--- config.mk ---
export PLATFORM = sky130hd
export DESIGN_NAME = kfps2kb_keycode_fifo
export DESIGN_NICKNAME = d
export VERILOG_FILES = /design/src/rtl/kfps2kb_keycode_fifo.sv
export SDC_FILE = /design/constraint.sdc
export NUM_CORES = 1
export LEC_CHECK = 0
export ABC_AREA = 1
export CAP_MARGIN = 5
export CORE_MARGIN = 10
export CORE_UTILIZATION = 30
export DETAILED_ROUTE_END_ITERATION = 10
export GPL_ROUTABILITY_DRIVEN = 1
export PLACE_DENSITY = 0.53
export SLEW_MARGIN = 20
export SYNTH_ARGS = -nofsm -noshare
export SYNTH_HDL_FRONTEND = slang
export SYNTH_SLANG_ARGS = --single-unit
--- constraint.sdc ---
create_clock -name clock -period 6.6 [get_ports clock]
set_input_delay 1.32 -clock clock [delete_from_list [all_inputs] [get_ports clock]]
set_output_delay 1.32 -clock clock [all_outputs]
set_load 0.03 [all_outputs]
--- src/rtl/kfps2kb_keycode_fifo.sv ---
// rtl/kfps2kb_keycode_fifo.sv - XT keycode FIFO between the PS/2 controller and PPI port A / IRQ1
// Captures upstream bytes with back-pressure and delivers them one at a time; PB6 hold injects 0xAA.
module kfps2kb_keycode_fifo #(
  parameter int          DEPTH_LOG2 = 3,
  parameter logic [19:0] RESET_HOLD = 20'd100000,
  parameter logic [7:0]  GAP_CYCLES = 8'd16
) (
  input  logic       clock,
  input  logic       reset,
  input  logic       kb_irq,
  input  logic [7:0] kb_keycode,
  output logic       kb_clear,
  input  logic       kbd_clock_low,
  input  logic       clear_keycode,
  output logic       irq,
  output logic [7:0] keycode,
  output logic       fifo_full,
  output logic       fifo_empty
);

  localparam int DEPTH = 1 << DEPTH_LOG2;
  localparam logic [DEPTH_LOG2:0] FULL_COUNT = (DEPTH_LOG2 + 1)'(DEPTH);

  typedef enum logic [1:0] {CAP_IDLE, CAP_ACK, CAP_WAIT} cap_state_t;
  typedef enum logic {OUT_IDLE, OUT_HOLD} out_state_t;

  logic [7:0]            mem [DEPTH];
  logic [DEPTH_LOG2-1:0] wr_ptr;
  logic [DEPTH_LOG2-1:0] rd_ptr;
  logic [DEPTH_LOG2:0]   count;
  logic [19:0]           hold_cnt;
  logic [7:0]            gap_cnt;
  cap_state_t            cap_state;
  out_state_t            out_state;

  logic inject;
  logic push;
  logic pop;

  assign fifo_full  = (count == FULL_COUNT);
  assign fifo_empty = (count == '0);

  // A nonzero hold count means kbd_clock_low was high last cycle, so this is its falling edge.
  always_comb begin
    inject = 1'b0;
    push   = 1'b0;
    pop    = 1'b0;
    inject = !kbd_clock_low && (hold_cnt != 20'd0) && (hold_cnt == RESET_HOLD);
    push   = (cap_state == CAP_IDLE) && kb_irq && !fifo_full && !kbd_clock_low && !inject;
    pop    = (out_state == OUT_IDLE) && !fifo_empty && !kbd_clock_low &&
             (gap_cnt == 8'd0) && !inject;
  end

  always_ff @(posedge clock) begin
    if (!reset) begin
      if (inject) begin
        mem[0] <= 8'hAA;
      end else if (push) begin
        mem[wr_ptr] <= kb_keycode;
      end
    end
  end

  always_ff @(posedge clock) begin
    if (reset) begin
      wr_ptr <= '0;
      rd_ptr <= '0;
      count  <= '0;
    end else if (inject) begin
      wr_ptr <= DEPTH_LOG2'(1);
      rd_ptr <= '0;
      count  <= (DEPTH_LOG2 + 1)'(1);
    end else begin
      if (push) wr_ptr <= wr_ptr + 1'b1;
      if (pop)  rd_ptr <= rd_ptr + 1'b1;
      case ({push, pop})
        2'b10:   count <= count + 1'b1;
        2'b01:   count <= count - 1'b1;
        default: count <= count;
      endcase
    end
  end

  always_ff @(posedge clock) begin
    if (reset) begin
      cap_state <= CAP_IDLE;
      kb_clear  <= 1'b0;
    end else begin
      case (cap_state)
        CAP_IDLE: begin
          kb_clear <= push;
          if (push) cap_state <= CAP_ACK;
        end
        CAP_ACK: begin
          kb_clear  <= 1'b0;
          cap_state <= CAP_WAIT;
        end
        CAP_WAIT: begin
          // Upstream needs a cycle to drop kb_irq after seeing kb_clear.
          kb_clear  <= 1'b0;
          cap_state <= CAP_IDLE;
        end
        default: begin
          kb_clear  <= 1'b0;
          cap_state <= CAP_IDLE;
        end
      endcase
    end
  end

  always_ff @(posedge clock) begin
    if (reset) begin
      out_state <= OUT_IDLE;
      irq       <= 1'b0;
      keycode   <= 8'h00;
      gap_cnt   <= 8'd0;
    end else if (inject) begin
      out_state <= OUT_IDLE;
      irq       <= 1'b0;
      keycode   <= 8'h00;
      gap_cnt   <= 8'd0;
    end else begin
      case (out_state)
        OUT_IDLE: begin
          if (gap_cnt != 8'd0) begin
            gap_cnt <= gap_cnt - 8'd1;
          end else if (pop) begin
            keycode   <= mem[rd_ptr];
            irq       <= 1'b1;
            out_state <= OUT_HOLD;
          end
        end
        OUT_HOLD: begin
          if (clear_keycode) begin
            irq       <= 1'b0;
            keycode   <= 8'h00;
            gap_cnt   <= GAP_CYCLES;
            out_state <= OUT_IDLE;
          end
        end
        default: out_state <= OUT_IDLE;
      endcase
    end
  end

  always_ff @(posedge clock) begin
    if (reset || !kbd_clock_low) begin
      hold_cnt <= 20'd0;
    end else if (hold_cnt != RESET_HOLD) begin
      hold_cnt <= hold_cnt + 20'd1;
    end
  end

endmodule
# Yosys cells after proc, flatten, opt, wreduce, memory -nomap -nowiden

Memories as Yosys holds them, arrays and structs flattened. A register that Yosys moved wholly into a read port is not among the register bits.
Cells that the tools add are included.

Register bits: 51
Memory bits (writable): 64
Bits of input ports: 13
Output and inout port bits: 12
Memories kept: 1

Memories:

| name | words | width | read ports | clocked after Yosys merged registers in | write ports | line | RTL |
|---|---|---|---|---|---|---|---|
| mem  | 8     | 8     | 1          | 1                                       | 1           | 27   | `logic [7:0] mem [DEPTH];` |

Add/subtract/negate cells: 6
Eq/ne operators: 11
Muxes and demuxes: 33
Bitwise logic cells: 2
Reductions and logical operators: 28

Operators by type and width:

| kind                                                                       | count |
|---|---|
| 8-bit 2-to-1 mux                                                           | 6 |
| 8-bit one-hot mux with 2 select lines                                      | 2 |
| 20-bit by 1-bit adder with 20-bit output (second input constant)           | 1 |
| 20-bit by 17-bit equality test with 1-bit output (second input constant)   | 1 |
| 20-bit by 17-bit inequality test with 1-bit output (second input constant) | 1 |
| 20-bit nonzero test                                                        | 1 |
| 1-bit 2-to-1 mux                                                           | 17 |
| 1-bit logical AND                                                          | 10 |
| 3-bit 2-to-1 mux                                                           | 3 |
| 8-bit zero test                                                            | 1 |
| 2-bit inequality test (second input constant)                              | 4 |
| 4-bit one-hot mux with 2 select lines                                      | 1 |
| 8-bit nonzero test                                                         | 1 |
| 8-bit OR reduction                                                         | 1 |
| 8-bit by 1-bit subtractor with 8-bit output (second input constant)        | 1 |
| 3-bit by 1-bit adder with 3-bit output (second input constant)             | 2 |
| 4-bit by 1-bit adder with 4-bit output (second input constant)             | 1 |
| 2-bit by 1-bit equality test with 1-bit output (second input constant)     | 2 |
| 4-bit equality test (second input constant)                                | 1 |
| 1-bit zero test                                                            | 4 |
| 4-bit zero test                                                            | 1 |
| 1-bit one-hot mux with 2 select lines                                      | 2 |
| 2-bit one-hot mux with 2 select lines                                      | 1 |
| 2-bit nonzero test                                                         | 2 |
| 11 further kinds                                                           | 13 |

# Depth between registers and ports, before layout

Gate-level depths: netlist (run 1).

Depth after elaboration: 11
Gate-level depth with buffers: 16

# Least setup slack after synthesis (run 1)

No wires, ideal clock.

Kind: input port to flip-flop
From: input port kbd_clock_low
To: register count[3]
Library setup time: 0.070 ns
Data arrival time: 2.915 ns
Slack: 3.615 ns
Stages on the path: 12
Path through: inv_1 nand3_1 nor2_2 nand2_2 ha_1 ha_1 nand2_1 nand2_1 nor2_1 xor2_1 nand2_1 a21oi_1

Longest elaborated chain between the ends: 7
Elaborated cells on any way between the ends: 14
Those cells by class: eq/ne: 2; mux: 1; reduce/logical: 11

Ends and longest elaborated chain:

| what                                                                                         | line       | RTL |
|---|---|---|
| start: declaration                                                                           | 13         | `input logic kbd_clock_low,` |
| 1-bit zero test (*)                                                                          | 48, 49, 50 |  |
| 1-bit logical AND (2 in series)                                                              | 48         | `inject = !kbd_clock_low && (hold_cnt != 20'd0) && (hold_cnt == RESET_HOLD);` |
| 1-bit zero test                                                                              | 49, 51     |  |
| 1-bit logical AND, on equally long branches                                                  | 51, 49     |  |
| 2-bit by 1-bit equality test with 1-bit output / 2-bit equality test (equally long branches) | 76         | `case ({push, pop})` |
| 4-bit one-hot mux with 2 select lines / 2-bit nonzero test (equally long branches)           | -          |  |
| end signal: assignment                                                                       | 77         | `2'b10: count <= count + 1'b1;` |
| end signal: assignment                                                                       | 78         | `2'b01: count <= count - 1'b1;` |
| end signal: assignment                                                                       | 79         | `default: count <= count;` |
| end: declaration                                                                             | 30         | `logic [DEPTH_LOG2:0] count;` |

Every way passes the cells marked *; elsewhere a longest branch is shown, timed or not.
A chain may end at the register's enable or synchronous reset.

# Final worst setup path (run 1)

From: input port kbd_clock_low
To: memory mem[3][4], enable pin

Longest elaborated chain between the ends: 11
Elaborated cells on any way between the ends: 16
Those cells by class: mux: 9; reduce/logical: 7

Ends and longest elaborated chain:

| what                                                                         | line   | RTL |
|---|---|---|
| 1-bit zero test (*)                                                          | 48, 49 |  |
| 1-bit logical AND (2 in series)                                              | 48     |  |
| 1-bit zero test                                                              | 49     | `push = (cap_state == CAP_IDLE) && kb_irq && !fifo_full && !kbd_clock_low && !inject;` |
| 1-bit logical AND                                                            | 49     |  |
| 1-bit 2-to-1 mux                                                             | 58     | `end else if (push) begin` |
| 1-bit 2-to-1 mux                                                             | 56     | `if (inject) begin` |
| 1-bit 2-to-1 mux                                                             | 55     | `if (!reset) begin` |
| 1-bit 2-to-1 mux (implied by the code)                                       | 59     | `mem[wr_ptr] <= kb_keycode;` |
| 8-bit OR reduction (no source line)                                          | -      |  |
| 3-bit 2-to-1 mux (no source line) / 1-bit 2-to-1 mux (equally long branches) | -      |  |
| end: declaration                                                             | 27     |  |

Marked as above.

==> flow_summary.ini, run 1 <==
[status]
outcome = finished, final reports clean

[logic_synthesis]
ys_seq_area_share_pct = 55.1
synth_area_mm2 = 0.00545
syn_area_per_cell_um2 = 8.65
synth_top_area_share_pct = 35.3
yosys.area_share.simple_pct = 27.4
synth-compound-area-share_pct = 5.95
ys_warn_count = 0
synth_top_area_cell = edfxtp_1
synth_seq_cells = 118
syn_nets = 654
synth_xor_area_share_pct = 1.77
synthMuxAreaShare_pct = 0
synth_top_family_by_area = simple AND/OR/NAND/NOR gates
yosys-top-cells-area = edfxtp_1 (35%), dfxtp_1 (20%), nand2_1 (8.5%)
syn_inst = 630
post_synth_num_cell_types = 29
synthAdderAreaFrac_pct = 2.66

[drt]
wl_per_cell_um = 13.8
viasPerCell = 4.64
drtPass1Iterations = 4
ant_nets = 0
route.detailed.drc = 0
via_count = 4166
drt-initial-drc-count = 278
routed_wl_um = 12400

[grt]
gr-total-overflow = 0
grt_max_degree = 34
antenna_found_initial = 0
grt_pass1_wl_um = 20400
grtUsageTotal_pct = 10.7
grt_pass1_vias = 4121

[layout]
ff_latch_area_mm2 = 0.00300
layout.nets = 680
nFillCells = 1844
final_cell_mix = nand2_1 (124), nor2_1 (105), edfxtp_1 (64), inv_1 (63), dfxtp_1 (54)
final_common_cell = nand2_1
n_antenna_cell = 0
multi_input_area_mm2 = 0.00206
area_delta_synth_final_pct = 19.1
drive_gt1_share_pct = 10.2

[timing]
slew_headroom_pct = 42.8
timing.final.crit_share_pct = 51.7
post-route-worst-setup-slack_ps = 3190
tns_ps = 0
setup_viol = 0
skew_ps = 10.3
slew_viol_final = 0
worst_pin_slew_ps = 857
finalHoldViolCount = 0
hold_ws_ps = 415
rsz0062_at_grt = no
timing.final.crit_period_ps = 3410
max_freq_ghz = 0.293

[clocking]
clkTransAtPathRegs_ps = 50
cts_made_buffers = 17
cts-resized-gates = 0
worstSkewPairLatency_ps = 410
root_buffer = clkbuf_16
postCtsSetupBuffers = 0
clockBufferDepth = 2
htreeDepth = 4
ctsHoldBuffers = 0
cts.sinks = 118
cts_tree = yes

[place]
hpwl_um = 8850
place.gp.congestion = 0.839
place_ws_ps = 2750
portBuffers = 24

[floorplanning]
dieArea_mm2 = 0.0240
std_cell_rows = 49
die_h_um = 155
num_io_pins = 25
start_util_pct = 30.4
coreArea_mm2 = 0.0179
die_w_um = 155

[critical_path]
path_max_fanout = 12
crit_type = in -> reg
cp-start-kind = primary input
required_ps = 6640
cp-end-kind = flip-flop
worstPathArrival_ps = 3450

[power]
p_leak_uw = 0.00252
ir_worst_vdd_v = 0.000181
p_per_area_mw_per_mm2 = 336
p_total_uw = 2180

[worst_hold_path]
hold_class = reg -> reg

[flow_run]
maxCapViolations = 0
## cells by family (layout without fill, tap and decap cells)
logic type | after synthesis | after routing
compound gates | 63 | 63
xor+xnor | 11 | 11
fa+ha+maj | 11 | 11
buf+inv | 91 | 130
flops | 118 | 118
simple gates | 336 | 336
## power breakdown
part / total (uW) / leakage (uW) / switching, uW / internal (uW)
combinational: 375 / 0.00118 / 238 / 137
clock: 958 / 0.000308 / 314 / 644
sequential: 845 / 0.00103 / 31.9 / 813
## sequential cells by signal, indices dropped and copies added (netlist names), named ones only
name,flops
cap_state,2
count,4
gap_cnt,8
hold_cnt,20
irq,1
kb_clear,1
keycode,8
mem,64
out_state,1
rd_ptr,3
wr_ptr,3
## stage by stage
step / cell area, um^2 / util (%) / std cells
floorplan: 5450 / - / 630
global placement: 5870 / 32.8 / 866
detailed placement: 5870 / 32.8 / 866
CTS: 6490 / 36.3 / 898
global route: 6490 / 36.3 / 898
finish: 6490 / 36.3 / 898
## synth_stat cells, drive strengths merged
cell type / count
a31oi: 2
xor2: 9
fa: 1
nand3b: 8
nand3: 50
dfxtp: 54
or2: 5
o21ai: 32
buf: 11
clkinv: 1
inv: 72
ha: 10
edfxtp: 64
nor2: 119
xnor2: 2
nor3: 10
a21oi: 28
nand4: 10
nand2: 134
a211oi: 1
clkbuf: 7
## critical path, stage by stage
cell	delay [ps]
clkdlybuf4s50_1	450
inv_1	120
nand3_1	100
nor2_2	270
nand3_2	310
inv_1	190
nand3_1	110
nor2_1	580
## area by class of cell
class	instances	area share, %
Multi-Input combinational cell	421	31.7
Clock inverter	9	1.83
Clock buffer	23	7.71
Inverter	73	4.22
Timing Repair Buffer	25	3.82
Sequential cell	118	46.3
Tap cell	229	4.41
## metal layers
metal	GRT usage (%)	share of wire, %	vias up	wire length, um
met3	3.52	5.6	14	695
met5	0	0	-	0
li1	-	-	2104	-
met4	3.91	1.0	0	129
met1	12.6	44	1961	5520
met2	17.6	49	87	6090
## path summary, 6_finish.rpt
check                                    from      endpoint  slack, ps  cells past startpoint
worst max-delay path            kbd_clock_low     mem[3][4]       3190                      8
worst min register to register   cap_state[1]  cap_state[1]        420                      1
worst max register to register   hold_cnt[16]      count[3]       3900                     15
worst min-delay path             cap_state[1]  cap_state[1]        420                      1
(Power assumes the default switching activity.)
==> run 2: changes to the inputs <==
clock period = 3.2 ns   (was 6.6 ns; I/O delays follow)
==> flow_summary.ini, run 2 (synthesis gave the netlist of run 1 again) <==
[timing]
slew_viol_final = 0
timing.final.crit_share_pct = 81.8
finalHoldViolCount = 0
worst_pin_slew_ps = 936
slew_headroom_pct = 37.5
rsz0062_at_grt = no
skew_ps = 7.96
max_freq_ghz = 0.382
timing.final.crit_period_ps = 2620
tns_ps = 0
setup_viol = 0

[worst_hold_path]
hold_start = cap_state[1]
hold_end = cap_state[1]
hold_class = reg -> reg
hold_depth = 1

[critical_path]
cp_top_family = simple AND/OR/NAND/NOR gates
cp-start-kind = flip-flop
crit_type = reg -> reg
path_buf_inv = 2
critPathSlowestCell = dfxtp_1
path_max_fanout = 11
cpMostUsedCell = nand2_1
worstPathArrival_ps = 2950
cp-end-kind = flip-flop
reg2reg_slack_ps = 580
required_ps = 3530
reg2reg_to = count[3]
worst_r2r_path_depth = 15
max_stage_delay_ps = 340
path_cells = nand2_1 -> clkinv_1 -> nand2_1 -> nor2_1 -> nand3_2 -> nand2_2 -> inv_1 -> ha_1 -> ha_1 -> nand2_1 -> nand2_1 -> nor2_1 -> xor2_1 -> nand2_1 -> a21oi_1
r2r-start = hold_cnt[16]

[layout]
drive_gt1_share_pct = 11.6
nFillCells = 1811
n_antenna_cell = 0
layout.nets = 692
fin_cells = 910
final_common_cell = nand2_1
final_cell_mix = nand2_1 (124), nor2_1 (105), edfxtp_1 (64), inv_1 (63), dfxtp_1 (54)
area_delta_synth_final_pct = 20.0
largest_reg_flops = 64
regMostFlops = mem
top_regs = mem: 64 flops, hold_cnt: 20 flops

[floorplanning]
num_io_pins = 25
std_cell_rows = 49
die_h_um = 155
dieArea_mm2 = 0.0240
start_util_pct = 30.4
die_w_um = 155
coreArea_mm2 = 0.0179

[place]
place.gp.congestion = 0.823
dp_cells = 878
portBuffers = 24
hpwl_um = 8380

[flow_run]
maxCapViolations = 0

[power]
ir_worst_vdd_v = 0.000386
p_total_uw = 4330
p_leak_uw = 0.00257
p_per_area_mw_per_mm2 = 663

[grt]
antenna_found_initial = 0
grt_pass1_wl_um = 20600
grt_max_degree = 33
grtUsageTotal_pct = 10.6
gr-total-overflow = 0
grt_pass1_vias = 4142

[drt]
drt-initial-drc-count = 238
routed_wl_um = 12300
ant_nets = 0
drtPass1Iterations = 5
via_count = 4185
wl_per_cell_um = 13.5
viasPerCell = 4.60
route.detailed.drc = 0

[clocking]
worstSkewPairLatency_ps = 410
cts_made_buffers = 17
postCtsSetupBuffers = 0
clockBufferDepth = 2
cts.sinks = 118
cts-resized-gates = 0
ctsHoldBuffers = 0
clkTransAtPathRegs_ps = 50
cts_tree = yes
htreeDepth = 4
root_buffer = clkbuf_16

[status]
outcome = finished, final reports clean
## run 2: changes by cell type in the layout (fill, tap and decap cells not counted)
| cell | change |
|---|---|
| clkinv_2 | -3 |
| bufinv_16 | -3 |
| clkinv_4 | +1 |
| inv_4 | +2 |
| buf_4 | +12 |
| clkinv_1 | -1 |
| clkbuf_1 | +2 |
| clkbuf_8 | +1 |
| clkbuf_16 | +1 |
## run 2: per-stage QoR
step,cell area [um^2],hold slack (ps),util (%),worst slack [ps]
floorplan,5450,391,-,862
global placement,5960,401,33.3,400
detailed placement,5960,424,33.3,349
CTS,6540,417,36.5,548
global route,6540,434,36.5,287
finish,6540,412,36.5,581
## run 2: layer usage
layer / wire length [um] / up-vias / part of all wire (%) / GRT usage [%]
met1: 5690 / 1959 / 46 / 12.6
met5: 0 / - / 0 / 0
met2: 5940 / 80 / 48 / 17.9
met4: 81 / 0 / 0.66 / 3.01
li1: - / 2137 / - / -
met3: 581 / 9 / 4.7 / 3.58
## run 2: power breakdown
part / switching (uW) / internal [uW] / leakage (uW)
Combinational: 490 / 288 / 0.00124
Sequential: 63.1 / 1680 / 0.00103
Clock: 646 / 1170 / 0.000288
## run 2: how the worst max path moves through the flow
stage                       start       end  slack (ps)  cells past startpoint
finish               hold_cnt[16]  count[3]         580                     15
global route          hold_cnt[0]  count[3]         290                     15
CTS                   hold_cnt[0]  count[3]         550                     15
detailed placement  kbd_clock_low  count[3]         350                     14
global placement    kbd_clock_low  count[3]         400                     13
floorplan                count[0]  count[3]         860                     13
## run 2: area by class of cell
class	instances	area, um^2	share of cell area, %
clock buffers	27	547	8.36
clock inverters	5	31.3	0.478
inverters	73	274	4.19
multi-input cells	421	2060	31.5
flip-flops and latches	118	3000	45.9
well taps	229	287	4.38
repair buffers	37	338	5.17
